$ cat src/rtl/uart_pkg.sv
// Shared types and constants for the UART transmit arbiter.
// The optional tag byte is enabled by defining UART_ARB_TAG_EN.
package uart_pkg;

    typedef enum logic [1:0] {
        StIdle,
        StArb,
        StTag,
        StData
    } arb_state_t;

    localparam logic [7:0] TAG_BASE = 8'hA0;

    localparam int unsigned DEFAULT_NUM_REQ = 4;
    localparam int unsigned DEFAULT_MAX_PKT = 16;

endpackage

$ cat src/rtl/rr_arbiter.sv
// Combinational round-robin picker: first set request searching upward from
// last_grant+1 with wrap-around.
module rr_arbiter
    import uart_pkg::*;
#(
    parameter int unsigned NUM_REQ = DEFAULT_NUM_REQ
) (
    input  logic [NUM_REQ-1:0]         req,
    input  logic [$clog2(NUM_REQ)-1:0] last_grant,
    output logic [$clog2(NUM_REQ)-1:0] grant,
    output logic                       found
);

    localparam int unsigned GW = $clog2(NUM_REQ);
    localparam int unsigned SW = GW + 1;

    logic [2*NUM_REQ-1:0] req2;
    logic [NUM_REQ-1:0]   rot;
    logic [SW-1:0]        pick;
    logic [SW-1:0]        sum;

    assign req2 = {req, req};

    always_comb begin
        // rot[k] is the request of index (last_grant + 1 + k) mod NUM_REQ
        rot   = NUM_REQ'(req2 >> (32'(last_grant) + 32'd1));
        found = 1'b0;
        pick  = '0;
        for (int k = NUM_REQ - 1; k >= 0; k--) begin
            if (rot[k]) begin
                found = 1'b1;
                pick  = SW'(k);
            end
        end
        sum = {1'b0, last_grant} + SW'(1) + pick;
        if (sum >= SW'(NUM_REQ)) begin
            sum = sum - SW'(NUM_REQ);
        end
        grant = sum[GW-1:0];
    end

endmodule

$ cat src/rtl/uart_tx_arb.sv
// Packet-level round-robin arbiter in front of a UART transmitter.
// Define UART_ARB_TAG_EN to prefix each granted packet with an owner tag byte.
module uart_tx_arb
    import uart_pkg::*;
#(
    parameter int unsigned NUM_REQ = DEFAULT_NUM_REQ,
    parameter int unsigned MAX_PKT = DEFAULT_MAX_PKT
) (
    input  logic                       clk,
    input  logic                       rst_n,
    input  logic [NUM_REQ-1:0]         req_valid,
    input  logic [NUM_REQ*8-1:0]       req_data,
    input  logic [NUM_REQ-1:0]         req_last,
    output logic [NUM_REQ-1:0]         req_ready,
    output logic [7:0]                 tx_data,
    output logic                       tx_valid,
    input  logic                       tx_ready,
    output logic [$clog2(NUM_REQ)-1:0] grant_id,
    output logic                       busy
);

    localparam int unsigned GW = $clog2(NUM_REQ);
    localparam int unsigned CW = $clog2(MAX_PKT + 1);

    arb_state_t    state_q, state_d;
    logic [GW-1:0] grant_q, grant_d;
    logic [GW-1:0] last_grant_q, last_grant_d;
    logic [GW-1:0] arb_grant;
    logic          arb_found;
    logic          busy_q, busy_d;
    logic [CW-1:0] cnt_q, cnt_d;
    logic          sel_valid, sel_last, xfer, pkt_end;
    logic [7:0]    sel_data;

    rr_arbiter #(
        .NUM_REQ(NUM_REQ)
    ) u_rr_arbiter (
        .req        (req_valid),
        .last_grant (last_grant_q),
        .grant      (arb_grant),
        .found      (arb_found)
    );

    assign sel_valid = req_valid[grant_q];
    assign sel_last  = req_last[grant_q];
    assign sel_data  = req_data[{grant_q, 3'b000} +: 8];
    assign xfer      = (state_q == StData) && sel_valid && tx_ready;
    assign pkt_end   = xfer && (sel_last || (cnt_q == CW'(MAX_PKT - 1)));

    always_ff @(posedge clk or negedge rst_n) begin
        if (!rst_n) begin
            state_q      <= StIdle;
            grant_q      <= '0;
            last_grant_q <= GW'(NUM_REQ - 1);
            busy_q       <= 1'b0;
            cnt_q        <= '0;
        end else begin
            state_q      <= state_d;
            grant_q      <= grant_d;
            last_grant_q <= last_grant_d;
            busy_q       <= busy_d;
            cnt_q        <= cnt_d;
        end
    end

    always_comb begin
        state_d      = state_q;
        grant_d      = grant_q;
        last_grant_d = last_grant_q;
        busy_d       = busy_q;
        cnt_d        = cnt_q;
        unique case (state_q)
            StIdle: begin
                if (|req_valid) state_d = StArb;
            end
            StArb: begin
                cnt_d = '0;
                if (arb_found) begin
                    grant_d = arb_grant;
                    busy_d  = 1'b1;
`ifdef UART_ARB_TAG_EN
                    state_d = StTag;
`else
                    state_d = StData;
`endif
                end else begin
                    // requester withdrew before arbitration
                    state_d = StIdle;
                end
            end
`ifdef UART_ARB_TAG_EN
            StTag: begin
                if (tx_ready) state_d = StData;
            end
`endif
            StData: begin
                // no timeout: an owner that stalls keeps the grant
                if (xfer) cnt_d = cnt_q + CW'(1);
                if (pkt_end) begin
                    last_grant_d = grant_q;
                    busy_d       = 1'b0;
                    state_d      = StIdle;
                end
            end
            default: state_d = StIdle;
        endcase
    end

    always_comb begin
        tx_valid  = 1'b0;
        tx_data   = 8'h00;
        req_ready = '0;
        unique case (state_q)
`ifdef UART_ARB_TAG_EN
            StTag: begin
                tx_valid = 1'b1;
                tx_data  = TAG_BASE | 8'(grant_q);
            end
`endif
            StData: begin
                tx_valid           = sel_valid;
                tx_data            = sel_data;
                req_ready[grant_q] = tx_ready;
            end
            default: ;
        endcase
    end

    assign grant_id = grant_q;
    assign busy     = busy_q;

endmodule

$ cat config.mk
export PLATFORM = sky130hd
export DESIGN_NAME = uart_tx_arb
export DESIGN_NICKNAME = d
export VERILOG_FILES = /design/src/rtl/uart_pkg.sv /design/src/rtl/rr_arbiter.sv /design/src/rtl/uart_tx_arb.sv
export SDC_FILE = /design/constraint.sdc
export NUM_CORES = 1
export LEC_CHECK = 0
export CAP_MARGIN = 25
export CORE_MARGIN = 2
export CORE_UTILIZATION = 40
export DETAILED_ROUTE_END_ITERATION = 8
export PLACE_DENSITY = 0.91
export SLEW_MARGIN = 20
export SYNTH_ARGS = -nofsm -noshare
export SYNTH_HDL_FRONTEND = slang
export SYNTH_SLANG_ARGS = --single-unit
$ cat constraint.sdc
create_clock -name clk -period 5.7 [get_ports clk]
set_clock_uncertainty 0.1 [all_clocks]
set_input_delay 0.855 -clock clk [delete_from_list [all_inputs] [get_ports clk]]
set_output_delay 0.855 -clock clk [all_outputs]
set_load 0.005 [all_outputs]
==> results.md <==
* Die area at 3010 um^2
* Layout Nets at 198
* Max Cap Viol at 0
* Worst Setup Start Kind: input port
* Worst reg2reg path depth at 3
* Layout cells sized above 1 at between 10% and 20%
* CTS Buf Count at 3
* Setup bufs post-CTS at 0
* GRT Overall Usage at between 10% and 20%
* Slew headroom at 49.9%
* Busiest metal layer after global routing: met2
* Cts-stage hold buffer count at 0
* RSZ-0062 raised after global routing: no
* I/O Pins at 59
* Tmin final at 3590 ps
* Worst setup margin at 2110 ps
* Place WS at 2120 ps
* CTS Root Cell: clkbuf_4
* Largest net degree at the start of global routing at 18
* Clk sinks at 12
* Grt met3 use at under 10%
* Total number of vias at 1023
* Synth unique cells at 32
* Buf/Inv on CP at 2
* Worst path top cell family by delay: buffers and inverters
* FF+latch count, synth at 12
* Drt pass-1 iters at 4
* Maximum vdd drop at 0.000315 V
* Multi-input gate area at 679 um^2
* Drt first-iter violations at 12
* Mean routed wirelength per cell at 15.1 um
* M2 GR Usage at between 30% and 40%
* Arrival @ worst endpoint at 2640 ps
* Worst Hold Path Cells at 2
* Worst-skew pair later-pin latency at around 260 ps
* Core box area at 2450 um^2
* CTS resizes at 0
* Finished Cell Area at approximately 1600 um^2
* Critical Path Fanout Max at 8
* Dpl hpwl at around 2200 um
* Mux cell area share after synthesis at 30.1%
* Sequential cell area at 303 um^2
* Site Rows at 18
* Pwr/cell area at 366 nW/um^2
* Via-to-Cell Ratio at 5.65
* Setup Total Neg Slack at 0 ps
* First-pass GRT wire length at 3880 um
* CP Class: in -> out
* Vias in the first global route at 876
* Leak at 0.689 nW
* Crit-path cells: clkdlybuf4s50_1 > mux4_2 > and3_1 > clkdlybuf4s50_1
* Routability congestion estimate at 0.794
* Cell count along the critical path at 4
* Ant diodes at 0
* Fin util at 67.1%
* Outcome: complete, no violations
* Primary FF master, synth: dfrtp_1
* Least-Margin Pin Slew at 751 ps
* Initial Util at 42.1%
* PortBufs at between 50 and 60
* Die Y at between 50 and 60 um
* Share of the yosys chip area belonging to registers at 29.3%
* # setup viols final at 0
* Reg clk slew, reported paths at about 70 ps
* Slew Limit Fails at 0
* Drt drc at 0
* Syn-to-layout area delta at 59.4%
* Initial antenna violation count at 0
* Placed Instance Area at 1610 um^2
* Final Cycle Share at about 63%
* Ys async rst share at 100%
* Ys Warns at 0
* Final Hold Vio Count at 0
* Mean Syn Cell Area at 10.7 um^2
* Maximum root-to-sink buffer count at 2
* Post-Synth Simple-Gate Area at 21.3%
* Synth Area in Compound Gates at between 10% and 20%
* XOR/XNOR Fraction of Synth Area at 0%
* CP endpoint kind: primary output
* Syn nets at 143
* M1 GR Usage at 21.4%
* Total gr overflow at 0
* Total Routed Length at 2730 um
* FMAX at 278 MHz
* EDFF count, synth at 0
* Fillcell total at 193
* Slowest-stage cell, CP: mux4_2
* Largest family of logic cells by synthesized area: multiplexers
* Min-Delay Path Class: reg -> reg
* Crit path largest cell delay at 600 ps
* Mapped Area at roughly 1000 um^2
* # H-tree levels at 1
* TritonCTS clock tree: done
* Cell count after synthesis at 97
* Synth Area in Adders at under 10%
* Required @ worst endpoint at ~4700 ps
* Cell repeated most along the worst path: clkdlybuf4s50_1
* Die width at 54.8 um
* Post-route ant nets at 0
## worst paths after layout
path                                              start  slack (ps)                           to
worst max-delay path                       req_valid[3]        2110                     tx_valid
worst min-delay path                   busy$_DFFE_PN0P_         380             busy$_DFFE_PN0P_
worst max register to register  grant_id[0]$_DFFE_PN0P_        3490  last_grant_q[1]$_DFFE_PN1P_
worst min register to register         busy$_DFFE_PN0P_         380             busy$_DFFE_PN0P_
max in group asynchronous                         rst_n        4300  last_grant_q[1]$_DFFE_PN1P_
min in group asynchronous                         rst_n         840             busy$_DFFE_PN0P_
## routing by layer
| layer | vias up | part of all wire (%) | wire length, um |
|---|---|---|---|
| met5 | - | 0 | 0 |
| met2 | 42 | 52 | 1410 |
| met3 | 4 | 7.6 | 208 |
| met1 | 492 | 39 | 1080 |
| met4 | 0 | 1.1 | 30 |
| li1 | 485 | - | - |
## logic make-up (layout without fill, tap and decap cells)
kind of cell	Yosys count	count (layout)
AOI/OAI and AO/OA	14	14
adders and majority gates	3	3
buffers and inverters	11	65
DFF	12	12
muxes	16	16
and+or+nand+nor	41	41
## metrics by stage
step / hold slack [ps] / std cells / power (mW)
after global routing: 415 / 181 / 0.650
after CTS: 386 / 181 / 0.608
after global placement: 367 / 177 / 0.529
final: 377 / 181 / 0.603
after detailed placement: 368 / 177 / 0.544
after floorplan: 344 / 97 / 0.398
## power breakdown
| group | internal, mW | switching (mW) | total [mW] |
|---|---|---|---|
| combinational | 0.226 | 0.109 | 0.335 |
| clock | 0.0387 | 0.0257 | 0.0644 |
| sequential | 0.119 | 0.0843 | 0.204 |
| total | 0.384 | 0.219 | 0.603 |
## layout by cell type, fill, tap and decap left out, drive strengths merged, types with 2 or more instances in the layout
master,netlist,final
clkdlybuf4s50,0,58
and3,13,13
nand2,10,10
dfrtp,10,10
mux4,10,10
nand3,5,5
clkbuf,5,4
nor2,3,3
inv,3,3
nor3b,3,3
o21ai,3,3
mux2i,3,3
ha,3,3
mux2,3,3
o21a,2,2
nor4,2,2
nor3,2,2
o31ai,2,2
dfstp,2,2
o211ai,2,2
## Yosys cell counts, types with 3 or more instances
cell | instances | area, um^2
nor2_1 | 3 | 11.3
nand3_1 | 5 | 25.0
nand2_1 | 10 | 37.5
mux4_2 | 6 | 135
ha_1 | 3 | 37.5
and3_1 | 13 | 81.3
clkbuf_1 | 5 | 18.8
o21ai_0 | 3 | 15.0
mux2i_1 | 3 | 30.0
inv_1 | 3 | 11.3
dfrtp_1 | 10 | 250
nor3b_1 | 3 | 22.5
mux4_1 | 4 | 105
## flip-flops by register name (all words and copies together), names as in the netlist
register	flops
state_q	2
grant_id	2
cnt_q	5
busy	1
last_grant_q	2
## cell type report
type | instances | area share, %
timing repair buffer | 58 | 35.2
sequential | 12 | 18.4
tap | 30 | 2.28
inverter | 3 | 0.683
multi-input combinational | 74 | 41.2
clock buffer | 4 | 2.20
## worst register-to-register path, stage by stage, from the launching register on
cell and delay [ps]:
dfrtp_1 830, mux4_2 640, o211ai_4 250, mux2_4 320
Power figures use the tool's default switching activity.
